<file path="config.mk">
export PLATFORM = sky130hd
export DESIGN_NAME = hc02_in_cond
export DESIGN_NICKNAME = d
export VERILOG_FILES = /design/src/rtl/hc02_pkg.sv /design/src/rtl/hc02_debounce_ch.sv /design/src/rtl/hc02_in_cond.sv
export SDC_FILE = /design/constraint.sdc
export NUM_CORES = 1
export LEC_CHECK = 0
export ABC_CLOCK_PERIOD_IN_PS = 2200
export BUFFER_PORTS_ARGS = -buffer_cell sky130_fd_sc_hd__buf_2
export CORE_MARGIN = 2
export CORE_UTILIZATION = 58
export DETAILED_ROUTE_END_ITERATION = 10
export GPL_TIMING_DRIVEN = 0
export MAX_ROUTING_LAYER = met4
export PLACE_DENSITY_LB_ADDON = 0.05
export SLEW_MARGIN = 30
export SYNTH_ARGS = -nofsm -noshare
export SYNTH_HDL_FRONTEND = slang
export SYNTH_SLANG_ARGS = --single-unit
</file>
<file path="constraint.sdc">
create_clock -name clk -period 2.2 [get_ports clk]
set_input_delay 0.11 -clock clk [delete_from_list [all_inputs] [get_ports clk]]
set_output_delay 0.11 -clock clk [all_outputs]
set_load 0.05 [all_outputs]
</file>
<file path="src/rtl/hc02_pkg.sv">
// Shared definitions for the hc02 input conditioner: channel state encoding
// and default synchronizer / debounce parameters.
package hc02_pkg;

  typedef enum logic {
    STABLE  = 1'b0,
    QUALIFY = 1'b1
  } ch_state_e;

  localparam int SYNC_STAGES_DEF     = 2;
  localparam int DEBOUNCE_CYCLES_DEF = 1000;

endpackage

</file>
<file path="src/rtl/hc02_debounce_ch.sv">
// One conditioning channel: pad synchronizer, debounce FSM with qualify
// counter, and registered single-cycle rise/fall strobes.
module hc02_debounce_ch
  import hc02_pkg::*;
#(
  parameter int SYNC_STAGES     = SYNC_STAGES_DEF,
  parameter int DEBOUNCE_CYCLES = DEBOUNCE_CYCLES_DEF
) (
  input  logic clk,
  input  logic rst,
  input  logic din,
  output logic dout,
  output logic rise,
  output logic fall,
  output logic qualify
);

  localparam int CNT_W = $clog2(DEBOUNCE_CYCLES);
  localparam logic [CNT_W-1:0] CNT_LAST = CNT_W'(DEBOUNCE_CYCLES - 1);

  logic [SYNC_STAGES-1:0] sync_p0;
  logic                   sync_p1;
  ch_state_e              state_q, state_d;
  logic [CNT_W-1:0]       cnt_q, cnt_d;
  logic                   dout_d, rise_d, fall_d;

  // Stage p0: metastability chain; only the last flop is trusted downstream
  always_ff @(posedge clk or posedge rst) begin
    if (rst) sync_p0 <= '0;
    else     sync_p0 <= {sync_p0[SYNC_STAGES-2:0], din};
  end

  assign sync_p1 = sync_p0[SYNC_STAGES-1];

  // Stage p1: debounce state, counter, conditioned level and strobes
  always_ff @(posedge clk or posedge rst) begin
    if (rst) begin
      state_q <= STABLE;
      cnt_q   <= '0;
      dout    <= 1'b0;
      rise    <= 1'b0;
      fall    <= 1'b0;
    end else begin
      state_q <= state_d;
      cnt_q   <= cnt_d;
      dout    <= dout_d;
      rise    <= rise_d;
      fall    <= fall_d;
    end
  end

  always_comb begin
    state_d = state_q;
    cnt_d   = cnt_q;
    dout_d  = dout;
    rise_d  = 1'b0;
    fall_d  = 1'b0;
    case (state_q)
      STABLE: begin
        if (sync_p1 != dout) begin
          state_d = QUALIFY;
          cnt_d   = CNT_W'(1);
        end else begin
          cnt_d   = '0;
        end
      end
      QUALIFY: begin
        if (sync_p1 == dout) begin
          state_d = STABLE;
          cnt_d   = '0;
        end else if (cnt_q == CNT_LAST) begin
          // Counter saturates here by construction, so it can never wrap
          state_d = STABLE;
          cnt_d   = '0;
          dout_d  = sync_p1;
          rise_d  = sync_p1;
          fall_d  = ~sync_p1;
        end else begin
          cnt_d   = cnt_q + CNT_W'(1);
        end
      end
      default: begin
        state_d = STABLE;
        cnt_d   = '0;
      end
    endcase
  end

  assign qualify = (state_q == QUALIFY);

endmodule

</file>
<file path="src/rtl/hc02_in_cond.sv">
// Input conditioner for the two inputs of an hc02 NOR stage: two independent
// debounced channels plus a registered busy flag.
module hc02_in_cond
  import hc02_pkg::*;
#(
  parameter int SYNC_STAGES     = SYNC_STAGES_DEF,
  parameter int DEBOUNCE_CYCLES = DEBOUNCE_CYCLES_DEF
) (
  input  logic clk,
  input  logic rst,
  input  logic a,
  input  logic b,
  output logic a_o,
  output logic b_o,
  output logic a_rise,
  output logic a_fall,
  output logic b_rise,
  output logic b_fall,
  output logic busy
);

  logic qual_a, qual_b;

  hc02_debounce_ch #(
    .SYNC_STAGES    (SYNC_STAGES),
    .DEBOUNCE_CYCLES(DEBOUNCE_CYCLES)
  ) u_ch_a (
    .clk    (clk),
    .rst    (rst),
    .din    (a),
    .dout   (a_o),
    .rise   (a_rise),
    .fall   (a_fall),
    .qualify(qual_a)
  );

  hc02_debounce_ch #(
    .SYNC_STAGES    (SYNC_STAGES),
    .DEBOUNCE_CYCLES(DEBOUNCE_CYCLES)
  ) u_ch_b (
    .clk    (clk),
    .rst    (rst),
    .din    (b),
    .dout   (b_o),
    .rise   (b_rise),
    .fall   (b_fall),
    .qualify(qual_b)
  );

  // Stage p2: busy is registered from the channel state flops
  always_ff @(posedge clk or posedge rst) begin
    if (rst) busy <= 1'b0;
    else     busy <= qual_a | qual_b;
  end

endmodule

</file>
## Word-level counts from Yosys, hierarchy flattened

Index checks and enable logic that the tools add are counted.

- $add $sub $neg: 2
- Equal/unequal tests: 6
- Mux-type cells: 28
- Bitwise gates (word level): 7
- Reductions and logical operators: 2

Operator list:

| operator | count |
|---|---|
| 10-bit two-way mux | 4 |
| 10-bit case mux with 2 select lines | 2 |
| 10-bit by 1-bit adder with 10-bit output, second input constant | 2 |
| 10-bit == test, second input constant | 2 |
| 1-bit two-way mux | 20 |
| 1-bit inverter | 6 |
| 3-bit AND reduction | 2 |
| 1-bit case mux with 2 select lines | 2 |
| 1-bit == test | 2 |
| 1-bit != test | 2 |
| 1-bit OR | 1 |

- Bits in registers: 33
- Input bits: 4
- Output and inout bits: 7
- Logic and storage cells: 58

## Logic depth before layout (Yosys ltp)

Gate-level depths: netlist of the first run.

- Depth after elaboration: 4
- Mapped depth: 5
- Mapped depth without buffers: 5

## Hierarchy

A second synthesis of the first run with hierarchy kept.

- Cells, all modules: 135
- Area, all modules: 1534.0 µm²

By module, submodules not included:

| module | times used | cells each | area an instance (µm²) | sequential area each (µm²) |
|---|---|---|---|---|
| hc02_debounce_ch | 2 | 66 | 749.5 | 400.4 |
| hc02_in_cond | 1 | 3 | 35.0 | 25.0 |

## Least setup slack after synthesis of the first run

No wires, ideal clock.

- Kind: reg-to-reg
- Start point: register u_ch_b.cnt_q[0]
- End point: register u_ch_b.dout
- Library setup time: 0.125 ns
- Arrival time: 1.389 ns
- Required time: 2.075 ns
- Path slack: 0.686 ns
- Stages on the path, launching flop included: 6
- Path buffers: 0
- Clock period less this slack: 1.514 ns
- Cell sequence: dfrtp_1 > ha_1 > nand3b_1 > nor4_4 > nand2_2 > mux2_4

- Longest elaborated chain between the ends: 2

RTL lines:

| what | line | text |
|---|---|---|
| start: declaration | hc02_debounce_ch.sv:24 | `logic [CNT_W-1:0] cnt_q, cnt_d;` |
| start signal: assignment | hc02_debounce_ch.sv:45 | `cnt_q <= cnt_d;` |
| 10-bit == test | hc02_debounce_ch.sv:71 | `end else if (cnt_q == CNT_LAST) begin` |
| 3-bit AND reduction (no source line) | n/a |  |
| end signal: assignment | hc02_debounce_ch.sv:46 | `dout <= dout_d;` |
| end: declaration | hc02_debounce_ch.sv:12 | `output logic dout,` |

No other way between the ends.
A chain may end at the register's enable or synchronous reset.

## Final worst setup path of the first run

Same ends and word-level chain as after synthesis.

==> summary.md, run 1 <==
Headroom to the max-slew limit came out at 55.7%. The run finished with clean final reports. The analysis attributes to net switching a power of 0.249 mW. Number of synthesized flops with an enable pin: 0. The worst flop-to-flop path endpoint is u_ch_b.dout.

The number of ports placed on the die boundary was 11; the depth of the worst register-to-register path was 5. Summing the sequential cell areas from Yosys gives 55.7% of the chip area. The clock reaches the later pin of the worst-skew pair after 340 ps. 0 antenna diodes ended up in the layout.

At the end of routability-driven placement, the weighted congestion stood at 0.792. After global routing the overflow that remains totals 0. For flop-to-flop paths, the worst setup slack is 510 ps. The net count after synthesis is 141.

STA classifies the critical path startpoint as a register. The switching part of the total was 24.8%. The die span in y works out to 54.6 um. The run gives 4 as the detailed-routing iteration count for the pre-antenna-repair pass.

Entering global routing, the biggest net connects 34 pins. The share of synthesized area in the top cell type comes to 55.7%. The via count of the first global-routing pass was 1031; the final period utilization was 76.6%. The average instance in the mapped netlist occupies 11.0 um^2. Final critical delay including setup and external delays: 1690 ps. The end point of the most critical hold path was u_ch_a.sync_p0[1]. The worst register-to-register path begins at u_ch_b.cnt_q[0]. For the combinational cell fraction of total power, the log shows 4.9%. The cell count after placement is 175, and the measured slew at the worst slew-check pin is 664 ps. The routed design has 2580 um of wire. The total of warnings raised by yosys was 0; the number of levels the H-tree was split into was 2. Counting instances in the post-synthesis netlist gives the leading cell types as sky130_fd_sc_hd__dfrtp_1 (33), sky130_fd_sc_hd__nor2_1 (17), sky130_fd_sc_hd__nand2_1 (8), sky130_fd_sc_hd__nand3_1 (8), sky130_fd_sc_hd__xnor2_1 (7). The clock passes through at most 2 buffers. The wire length the detailed router placed on met1 was 1260 um.

Summed over all nets, wire length on met3 after detailed routing comes to 96 um. The cell type with the largest total area after synthesis is sky130_fd_sc_hd__dfrtp_1. For the aggregate global-route resource usage, the log shows 21.9%. The logs give 4370 um for the wire length of the first global-routing pass and 8.75 ps for the maximum clock skew at final layout. The highest metal layer carrying signal wires in the routed design is met4. Among all flip-flop cells after synthesis, the most frequent one is sky130_fd_sc_hd__dfrtp_1. The floorplan has 18 rows. The final route contains 1057 vias. Dividing total power by cell area gives a power density of 607 mW/mm^2. In this run the standard cell core region covers 0.00245 mm^2. Arrival time at the worst endpoint: 1910 ps. Based on the critical path, the design can be clocked at up to 593 MHz.

Excluding fillers, the count of instances in the completed layout stands at 186. The first routing iteration left 22 violations. sky130_fd_sc_hd__dfrtp_1 is the most common cell in the netlist. The fraction of registers with async set/reset is 100%. The analysis attributes to cell leakage a power of 0.782 nW. Prior to clock tree synthesis, the placed netlist has a worst setup slack of 528 ps. Post-CTS repair changed the size of 0 cells. Cell chosen for the clock root: sky130_fd_sc_hd__clkbuf_4.

TritonCTS built the clock tree. The logs give 0 for the final count of hold timing violations and 0 for the residual DRC count. The tools report the number of post-CTS setup repair buffers as 0.

The count of maximum capacitance violations was 0; the CTS sink count was 33. The maximum vdd ir drop was 0.573 mV; the number of distinct library cells after synthesis was 37. Setup repair after global routing left no endpoint under its margin.

Yosys attributes the largest share of cell area to sky130_fd_sc_hd__dfrtp_1 (56%), sky130_fd_sc_hd__nor2_1 (4.3%), sky130_fd_sc_hd__xnor2_1 (4.1%). The startpoint identified for the worst hold timing path is u_ch_a.sync_p0[0]. The run gives 0 as the initial antenna violation count.

The run gives 0 ps as the setup total negative slack. The tools report the number of buffers created by CTS as 5. Category of the most critical setup path: reg2reg.

The die outline area is 0.00298 mm^2, and the area overhead of the layout relative to synthesis is 11.6%. Once detail routing completed, the nets flagged for antenna violations numbered 0. The number of pins exceeding their max-slew limit in the final report was 0.

After clock tree synthesis, the clock-pin slew on the worst setup and hold paths is 110 ps. The clock network fraction of design power was 32.6%; the initial core utilization was 60.4%. The length of routed met2 wiring was 1180 um; the worst hold path cell count was 0.

The tools report the kind of end point of the critical path as a register. The required time of the worst setup path is 2430 ps. The routed wire length per instance was 13.9 um; the post-synthesis register bit count was 33. Sequential cells burn 62.5% of the power. Input and output buffers added on the ports amount to 10.

Detailed placement ended at an HPWL of 1830 um. In this run the worst path has a maximum fanout of 6. Setup violations remaining at the end of the flow were counted as 0.

For the cell internal power dissipation, the log shows 0.755 mW. The worst hold path belongs to the class reg2reg. The final net count came out at 161.

Synthesis produced 135 cells. The hold buffer count at cts is 3. The slack of the critical path is 514 ps. The share of cells above drive strength 1 is 21.2%. Measured along the x axis, the die boundary spans 54.6 um.

The detail-routed via count per cell came out at 5.68. The tools report the total standard cell area after synthesis as 0.00148 mm^2.
==> through the flow <==
stage	area, um^2	util [%]	power (mW)	hold slack, ps
5_1_grt	1660	67.4	1.05	386
2_1_floorplan	1480	-	0.671	141
3_3_place_gp	1570	64.0	0.683	220
4_1_cts	1660	67.4	1.02	371
3_5_place_dp	1570	64.0	0.686	220
6_report	1660	67.4	1.00	367
==> critical path, cell delays in order, from the launching register on <==
cell and delay (ps):
sky130_fd_sc_hd__dfrtp_1 400, sky130_fd_sc_hd__ha_1 300, sky130_fd_sc_hd__nand3b_1 150, sky130_fd_sc_hd__nor4_4 340, sky130_fd_sc_hd__nand2_2 90, sky130_fd_sc_hd__mux2_4 300
==> flip-flops by register name, summed over array words and instances (netlist names) <==
name / cells
u_ch_b.qualify: 1
u_ch_a.rise: 1
u_ch_a.dout: 1
u_ch_b.sync_p0: 2
u_ch_a.sync_p0: 2
busy: 1
u_ch_b.rise: 1
u_ch_a.fall: 1
u_ch_b.cnt_q: 10
u_ch_a.cnt_q: 10
u_ch_b.dout: 1
u_ch_a.qualify: 1
u_ch_b.fall: 1
==> cells in the final DEF, fill, tap and decap left out, types with 3 or more instances in the layout <==
cell type,n
sky130_fd_sc_hd__nor3_1,4
sky130_fd_sc_hd__nor2_1,17
sky130_fd_sc_hd__inv_1,5
sky130_fd_sc_hd__dlygate4sd3_1,3
sky130_fd_sc_hd__and3_1,4
sky130_fd_sc_hd__a31oi_1,3
sky130_fd_sc_hd__nand2_1,8
sky130_fd_sc_hd__dfrtp_1,33
sky130_fd_sc_hd__buf_2,10
sky130_fd_sc_hd__clkbuf_4,5
sky130_fd_sc_hd__xor2_1,6
sky130_fd_sc_hd__nand3_1,8
sky130_fd_sc_hd__xnor2_1,7
sky130_fd_sc_hd__a21oi_1,6
==> final cells by class <==
| type | instances | area, um^2 |
|---|---|---|
| timing repair buffer | 13 | 80.1 |
| clock buffer | 5 | 37.5 |
| fill | 183 | 800 |
| inverter | 6 | 22.5 |
| buffer | 2 | 12.5 |
| sequential | 33 | 826 |
| tap | 30 | 37.5 |
| clock inverter | 3 | 17.5 |
| multi-input combinational | 94 | 622 |
==> cells by family after synthesis <==
group,synth area share (%)
buffers and inverters,2.36
flip-flops,55.7
adder cells (fa/ha/maj),1.69
AO/OA/AOI/OAI,9.11
XOR/XNOR,7.68
multiplexers,1.77
AND/OR/NAND/NOR,21.7
==> worst max-delay path by stage <==
stage                          from           to  slack, ps  depth (start not counted)
floorplan           u_ch_b.cnt_q[0]  u_ch_b.dout        690                          5
global placement    u_ch_b.cnt_q[0]  u_ch_b.dout        540                          5
detailed placement  u_ch_b.cnt_q[0]  u_ch_b.dout        530                          5
CTS                 u_ch_b.cnt_q[0]  u_ch_b.dout        510                          5
global route        u_ch_b.cnt_q[0]  u_ch_b.dout        400                          5
finish              u_ch_b.cnt_q[0]  u_ch_b.dout        510                          5
==> power by group through the flow <==
| stage | Sequential [mW] | Combinational [mW] | Clock [mW] |
|---|---|---|---|
| final | 0.628 | 0.0489 | 0.328 |
| after floorplan | 0.641 | 0.0303 | 0 |
| after detailed placement | 0.640 | 0.0457 | 0 |
| after global routing | 0.630 | 0.0569 | 0.365 |
| after CTS | 0.628 | 0.0498 | 0.340 |
| after global placement | 0.639 | 0.0442 | 0 |
==> routing by layer <==
metal	vias up	track usage (%)
li1	517	-
met1	507	26.9
met2	26	33.3
met3	7	5.74
met4	0	11.3
met5	-	-
Power figures use the tool's default switching activity.
==> run 2, diff against run 1 <==
--- a/config.mk
+++ b/config.mk
@@ -5,10 +5,10 @@
 export SDC_FILE = /design/constraint.sdc
 export NUM_CORES = 1
 export LEC_CHECK = 0
-export ABC_CLOCK_PERIOD_IN_PS = 2200
+export ABC_CLOCK_PERIOD_IN_PS = 1400
 export BUFFER_PORTS_ARGS = -buffer_cell sky130_fd_sc_hd__buf_2
 export CORE_MARGIN = 2
-export CORE_UTILIZATION = 58
+export CORE_UTILIZATION = 52
 export DETAILED_ROUTE_END_ITERATION = 10
 export GPL_TIMING_DRIVEN = 0
 export MAX_ROUTING_LAYER = met4
==> constraint.sdc (replaced) <==
create_clock -name clk -period 1.4 [get_ports clk]
set_input_delay 0.07 -clock clk [delete_from_list [all_inputs] [get_ports clk]]
set_output_delay 0.07 -clock clk [all_outputs]
set_load 0.05 [all_outputs]
==> run 2 against run 1 <==
The flow now finishes with violations (negative setup slack). Hold slack better by 3.6 ps. Total power is 84% higher. First-iteration DRC count is 50% higher. Die area grew 11%. Non-clock buffer count increased by 14. Register-to-register slack got worse by 560 ps. Global-route usage decreased by 2.1 points. Critical path type unchanged. Critical endpoint is now u_ch_a.dout. Largest cell class unchanged.
==> summary.md, run 2 (synthesis results as in run 1) <==
The die covers 0.00329 mm^2. For the worst setup path, the data required time is 1630 ps. The first detailed-routing pass ran for 4 iterations. At the pin with the least slew margin, the transition time is 662 ps.

Entering global routing, the biggest net connects 34 pins. Leaving out fill and tap cells, the most frequent cells in the layout are sky130_fd_sc_hd__dfrtp_1 (28), sky130_fd_sc_hd__nor2_1 (15), sky130_fd_sc_hd__buf_4 (12). In this run, the number of DRC markers left after iteration 0 of detailed routing was 33.

The clock network fraction of design power came out at 41.1%. For this run, the top clock speed supported by timing is 694 MHz. Across the run, the number of max-cap violations was 0. The CTS sink count is 33. The worst pin sits at a relative slew slack of 55.8%. Number of pins exceeding their max-slew limit in the final report: 0. Worst flop-to-flop path endpoint: u_ch_a.dout. The CTS clock-pin slew for the worst setup and hold paths is 100 ps.

The run gives 2 as the buffer levels on the longest clock path. The total design power was 1.84 mW. The arrival time at the worst endpoint is 1670 ps. TritonCTS built the clock tree. Clock tree synthesis selected as its root buffer the cell sky130_fd_sc_hd__clkbuf_4.

The final period utilization came out at 103%. The tools report the kind of end point of the critical path as a register. The logs give 0.00190 mm^2 for the finished layout cell area and 19 for the standard-cell row count. Dividing total power by cell area gives a power density of 968 mW/mm^2. The count of nets left with antenna violations once routing finished came out at 0. The core region is 0.00273 mm^2. The slack of the worst reg-to-reg path was -40 ps. Setup violations remaining at the end of the flow were counted as 2. The detailed router placed 1115 vias in this run. The clock tree synthesis step divided the H-tree into 2 levels. At the end of routability-driven placement, the weighted congestion stood at 0.839. The final net count is 175, and the combinational cell fraction of total power is 5.3%. The worst setup path is of the reg2reg kind. The largest driver fanout on the critical path was 7. The logs give 212 for the number of inserted filler cells in the final layout and 0 for the final count of hold timing violations. In the final routed layout, each cell accounts on average for 14.4 um. The final layout contains routed wiring with a total length of 2890 um. Clock latency on the worst-skew pair, taken at its later pin, is 330 ps.

The internal portion of the total power is 1.44 mW. Wire length of the first global-routing pass: 4760 um. On the final layout, the worst clock skew is 1.91 ps. The number of buffers created by CTS was 5; the floorplan die width was 57.4 um. The worst-case IR drop observed on VDD is 1.02 mV. During placement, the flow inserted port buffers numbering 10. The smallest clock period supported by the final layout is computed as 1440 ps. Summed over all cells, the static leakage comes to 0.879 nW.

The tools report the via count of the first global-routing pass as 1060. STA classifies the critical path startpoint as a register. The final reports fail on negative setup slack. The repair_antennas step left the layout with diodes totalling 0. In the routed layout, each cell is associated on average with a via count of 5.55. The run finished, with violations left. The post-detailed-placement cell area is 0.00158 mm^2.

Adding up every negative setup slack in the final design gives -43.7 ps. 11 I/O pins were placed. The aggregate global-route resource usage is 19.9%. The multi-input gate area in the final layout was 713 um^2; the share of cells above drive strength 1 was 38.2%.

The type of the worst min-delay path is in2async. The largest registers in the layout are u_ch_a.cnt_q x10, u_ch_b.cnt_q x10. Global routing finished with a remaining overflow of 0. The switching part of the total was 22.1%; the total net switching power was 0.408 mW. For the initial antenna violation count, the log shows 0.

In this run the critical register-to-register path is launched from u_ch_a.cnt_q[0]. Compared with the post-synthesis result, the final layout area differs by 28.4%. Per report_power, the sequential group accounts for 53.6% of the total. Once the floorplan was initialized, standard cells occupied 54.2% of the core. The slack of the critical path came out at -41.7 ps. The library cell used most frequently in the layout, excluding fill and tap cells, is sky130_fd_sc_hd__dfrtp_1.

Setup repair after global routing could not meet its margin everywhere. The worst register-to-register path has a depth of 5. Across the whole layout, storage elements account for 832 um^2. The tools report the final HPWL from detailed placement as 1780 um. The die span in y is 57.4 um, and the residual DRC count is 0.
run 2: changes by cell type in the layout (fill, tap and decap cells not counted), sizes merged:
| cell | delta |
|---|---|
| clkbuf | +1 |
| clkinv | -2 |
| bufinv | +1 |
| buf | +14 |
run 2: worst max path at each step:
| stage | start | end | slack [ps] |
|---|---|---|---|
| 2_1_floorplan | u_ch_b.dout | u_ch_b.cnt_q[5] | 5 |
| 4_1_cts | u_ch_b.cnt_q[0] | u_ch_b.dout | -110 |
| 3_5_place_dp | u_ch_b.cnt_q[4] | u_ch_b.cnt_q[3] | -140 |
| 3_3_place_gp | u_ch_a.cnt_q[0] | u_ch_a.dout | -140 |
| 6_report | u_ch_a.cnt_q[0] | u_ch_a.dout | -40 |
| 5_1_grt | u_ch_a.cnt_q[1] | u_ch_a.dout | -130 |
run 2: area by class of cell:
class,instances,share of cell area (%)
flip-flops and latches,33,43.7
plain buffers,2,0.657
clock buffers,6,2.69
clock inverters,2,1.97
well taps,31,2.04
inverters,6,1.18
multi-input cells,94,37.5
repair buffers,27,10.3
run 2: per-stage QoR:
stage	instances	setup WS [ps]	utilization, %	hold WS, ps
after floorplan	135	5.12	-	101
after global placement	176	-138	57.9	180
after detailed placement	176	-137	57.9	179
after CTS	197	-113	65.8	355
after global routing	201	-127	69.7	350
final	201	-41.7	69.7	371
run 2: routing by layer:
metal / global-route usage, % / vias to the layer above / wire [um]
met1: 25.9 / 541 / 1360
met4: 7.97 / 0 / 37
li1: - / 542 / -
met5: - / - / 0
met3: 6.80 / 4 / 109
met2: 28.4 / 28 / 1390
run 2: timing repair:
| action | CTS | global route |
|---|---|---|
| hold endpoints to repair | 35 | 0 |
| hold buffers | 3 | 0 |
| gates resized for setup | 7 | 19 |
| setup buffers | 10 | 4 |
| pin swaps | 7 | 14 |
| setup endpoints to repair | 12 | 21 |
| cloned | 0 | 0 |
run 2: power by group through the flow:
stage	Clock [mW]	Combinational, mW	Sequential [mW]
3_5_place_dp	0	0.0728	1.01
5_1_grt	0.819	0.110	0.991
3_3_place_gp	0	0.0718	1.01
2_1_floorplan	0	0.0491	1.01
6_report	0.759	0.0970	0.989
4_1_cts	0.770	0.0918	0.988
run 2: worst max-delay path, cell delays in order, from the launching register on:
cell and delay [ps]:
sky130_fd_sc_hd__dfrtp_1 370, sky130_fd_sc_hd__ha_2 180, sky130_fd_sc_hd__nand4b_1 170, sky130_fd_sc_hd__nor2_4 230, sky130_fd_sc_hd__nand3_2 110, sky130_fd_sc_hd__mux2_2 280
==> run 3, diff against run 2 <==
--- a/config.mk
+++ b/config.mk
@@ -6,14 +6,13 @@
 export NUM_CORES = 1
 export LEC_CHECK = 0
 export ABC_CLOCK_PERIOD_IN_PS = 1400
-export BUFFER_PORTS_ARGS = -buffer_cell sky130_fd_sc_hd__buf_2
 export CORE_MARGIN = 2
-export CORE_UTILIZATION = 52
+export CORE_UTILIZATION = 55
 export DETAILED_ROUTE_END_ITERATION = 10
+export DONT_BUFFER_PORTS = 1
 export GPL_TIMING_DRIVEN = 0
 export MAX_ROUTING_LAYER = met4
 export PLACE_DENSITY_LB_ADDON = 0.05
-export SLEW_MARGIN = 30
 export SYNTH_ARGS = -nofsm -noshare
 export SYNTH_HDL_FRONTEND = slang
 export SYNTH_SLANG_ARGS = --single-unit
==> run 3 against run 2 <==
The flow still finishes with violations (negative setup slack). Total power fell by 13%. Core utilization is 1.2 points higher. Largest power group unchanged. Sequential cell count unchanged. Via count shrank 5.0%. First-iteration DRC count increased by 9.1%. Sequential power is 0.7% higher. Critical path depth fell by 1. Hold slack got worse by 240 ps. Die area shrank 5.1%. Register-to-register slack about the same. Cell area is 6.1% lower. Largest cell class unchanged. Clock power is 31% lower.
==> summary.md, run 3 (synthesis results as in run 1) <==
After detailed routing, the total wire length is 2930 um. The flow ran to the end, but the final reports show violations. Library cell contributing the largest single delay on the critical path: sky130_fd_sc_hd__dfrtp_1.

The clock reaches the later pin of the worst-skew pair after 340 ps. Across the run, the number of max-cap violations was 0. Clock-pin slew was measured on the worst setup and hold paths at 100 ps. The final antenna diode count is 0. The area growth from synthesis to layout is 20.6%. In the final layout, the multi-input gates occupy 708 um^2. Measured on the finished design, the core utilization comes to 70.9%. The maximum vdd ir drop was 0.827 mV. Dividing total power by cell area gives a power density of 900 mW/mm^2.

Category of the most critical setup path: reg2reg. Relative max-transition margin: 66.7%. The tree is rooted in a sky130_fd_sc_hd__clkbuf_4. The standard-cell row count was 18.

Data on the critical path is required at its endpoint by 1620 ps. The clock passes through at most 2 buffers. The clock net in this run drives a total of 33 sinks. The path class of the tightest hold or removal check is in2async. The die is 55.9 um wide. The initial antenna violation count is 0. The run gives 36 as the count of routing violations after the opening detailed-route iteration. The H-tree was split into 2 levels. The final HPWL from detailed placement came out at 1810 um. The critical path goes through nand4_4, nor4_4, nand2_2, mux2_4. In this run the static leakage power is 0.779 nW. The filler cells instantiated in the layout total 187. Counting cells, the worst reg-to-reg path comes to 4. The count of cell instances traversed by the critical path was 4; the final weighted congestion in routability-driven placement was 0.826. The via count of the routed design was 1059. The first global-routing pass estimated 4700 um of wire. The worst path uses 103% of the clock period.

The smallest clock period supported by the final layout is computed as 1440 ps. The first TritonRoute pass finished after 4 iterations. After detailed placement, the design holds a cell count of 165. The run gives 20.5% as the aggregate global-route resource usage.

The final reports fail on negative setup slack. The slack of the critical path came out at -44.1 ps. The finished layout holds 185 standard cells, fillers aside. The worst setup path is captured at a register.

The final antenna-violating net count came out at 0. Setup repair after global routing could not meet its margin everywhere. On the worst path, the slowest cell contributes a delay of 440 ps. The floorplan step defined a core boundary enclosing 0.00252 mm^2. The initial core utilization was 58.8%. TritonCTS built the clock tree. The sequential cells in the finished layout cover a total of 835 um^2. The leftover overflow at the end of global routing is 0, and the maximum clock skew at final layout is 8.05 ps. The largest driver fanout on the critical path came out at 6.

Die outline area: 0.00313 mm^2. The achievable frequency was 692 MHz. The die is 55.9 um tall. Leaving out fill and tap cells, the most frequent cells in the layout are sky130_fd_sc_hd__dfrtp_1 (26), sky130_fd_sc_hd__nor2_1 (16), sky130_fd_sc_hd__buf_4 (8). Entering global routing, the biggest net connects 34 pins. The measured slew at the worst slew-check pin is 496 ps, and the routed wire length per instance is 15.8 um.

The run gives 5 as the number of buffers created by CTS. The tools report the startpoint class of the critical path as a register. For this design the top-level I/O count stands at 11. The largest registers in the layout are u_ch_a.cnt_q x10, u_ch_b.cnt_q x10. The share of cells above drive strength 1 is 32.9%, and the arrival time at the worst endpoint is 1660 ps. After detailed routing, the number of remaining DRC violations is 0. The final net count came out at 160.

Using the TritonRoute via totals, the vias-per-cell ratio works out to 5.72. The critical path contains buffers and inverters numbering 0 combined. The via count of the first global-routing pass is 1009.

Cell type group with the largest total delay on the critical path: simple AND/OR/NAND/NOR gates. For the number of pins exceeding their max-slew limit in the final report, the log shows 0. For the final count of hold timing violations, the log shows 0.

Leaving out fill and tap cells, the most frequent cell in the layout is sky130_fd_sc_hd__dfrtp_1. Setup violations remaining at the end of the flow were counted as 3. During placement, the flow inserted port buffers numbering 0.
run 3: final cells by class:
class,count,share of cell area [%]
plain buffers,2,0.700
clock buffers,6,2.31
clock inverters,2,0.560
inverters,6,1.26
multi-input cells,94,39.6
flip-flops and latches,33,46.7
well taps,30,2.10
repair buffers,12,6.79
run 3: metrics by stage:
step / power (mW) / setup WS, ps / hold slack [ps] / TNS, ps / area [um^2]
floorplan: 1.06 / 5.12 / 101 / 0 / 1500
global placement: 1.07 / -182 / 101 / -1420 / 1530
detailed placement: 1.08 / -197 / 101 / -1800 / 1530
CTS: 1.59 / -67.3 / -26.4 / -136 / 1660
global route: 1.67 / -111 / 151 / -742 / 1790
finish: 1.61 / -44.1 / 133 / -57.9 / 1790
run 3: per-layer routing:
metal  global-route usage, %  vias to the layer above  part of all wire, %
met4                    8.84                        0                  1.7
met2                    27.7                       26                   49
li1                        -                      515                    -
met5                       -                        -                    0
met1                    27.9                      511                   45
met3                    7.44                        7                  4.2
run 3: final timing paths:
path,start,end,slack [ps]
setup reg to reg,u_ch_b.cnt_q[7],u_ch_b.dout,-40
setup / recovery,u_ch_b.cnt_q[7],u_ch_b.dout,-40
min in group clk,a,u_ch_a.sync_p0[0],290
hold / removal,rst,u_ch_a.fall,130
max in group asynchronous,rst,u_ch_b.cnt_q[5],830
hold reg to reg,u_ch_a.sync_p0[0],u_ch_a.sync_p0[1],370
run 3: power by group:
part / switching (mW) / internal [mW]
clock: 0.329 / 0.191
combinational: 0.0512 / 0.0418
sequential: 0.0254 / 0.970
run 3: what timing repair did:
action | CTS | global route
endpoints found under the hold margin | 35 | 33
gates resized for setup | 10 | 15
hold buffers | 2 | 1
buffers inserted | 4 | 4
pin swaps | 8 | 6
setup endpoints to repair | 18 | 22
run 3: worst register-to-register path: cells and delay by family (launching register included):
family / cells / cell delay (ps)
flip-flops: 1 / 440
AND/OR/NAND/NOR: 3 / 590
multiplexers: 1 / 310
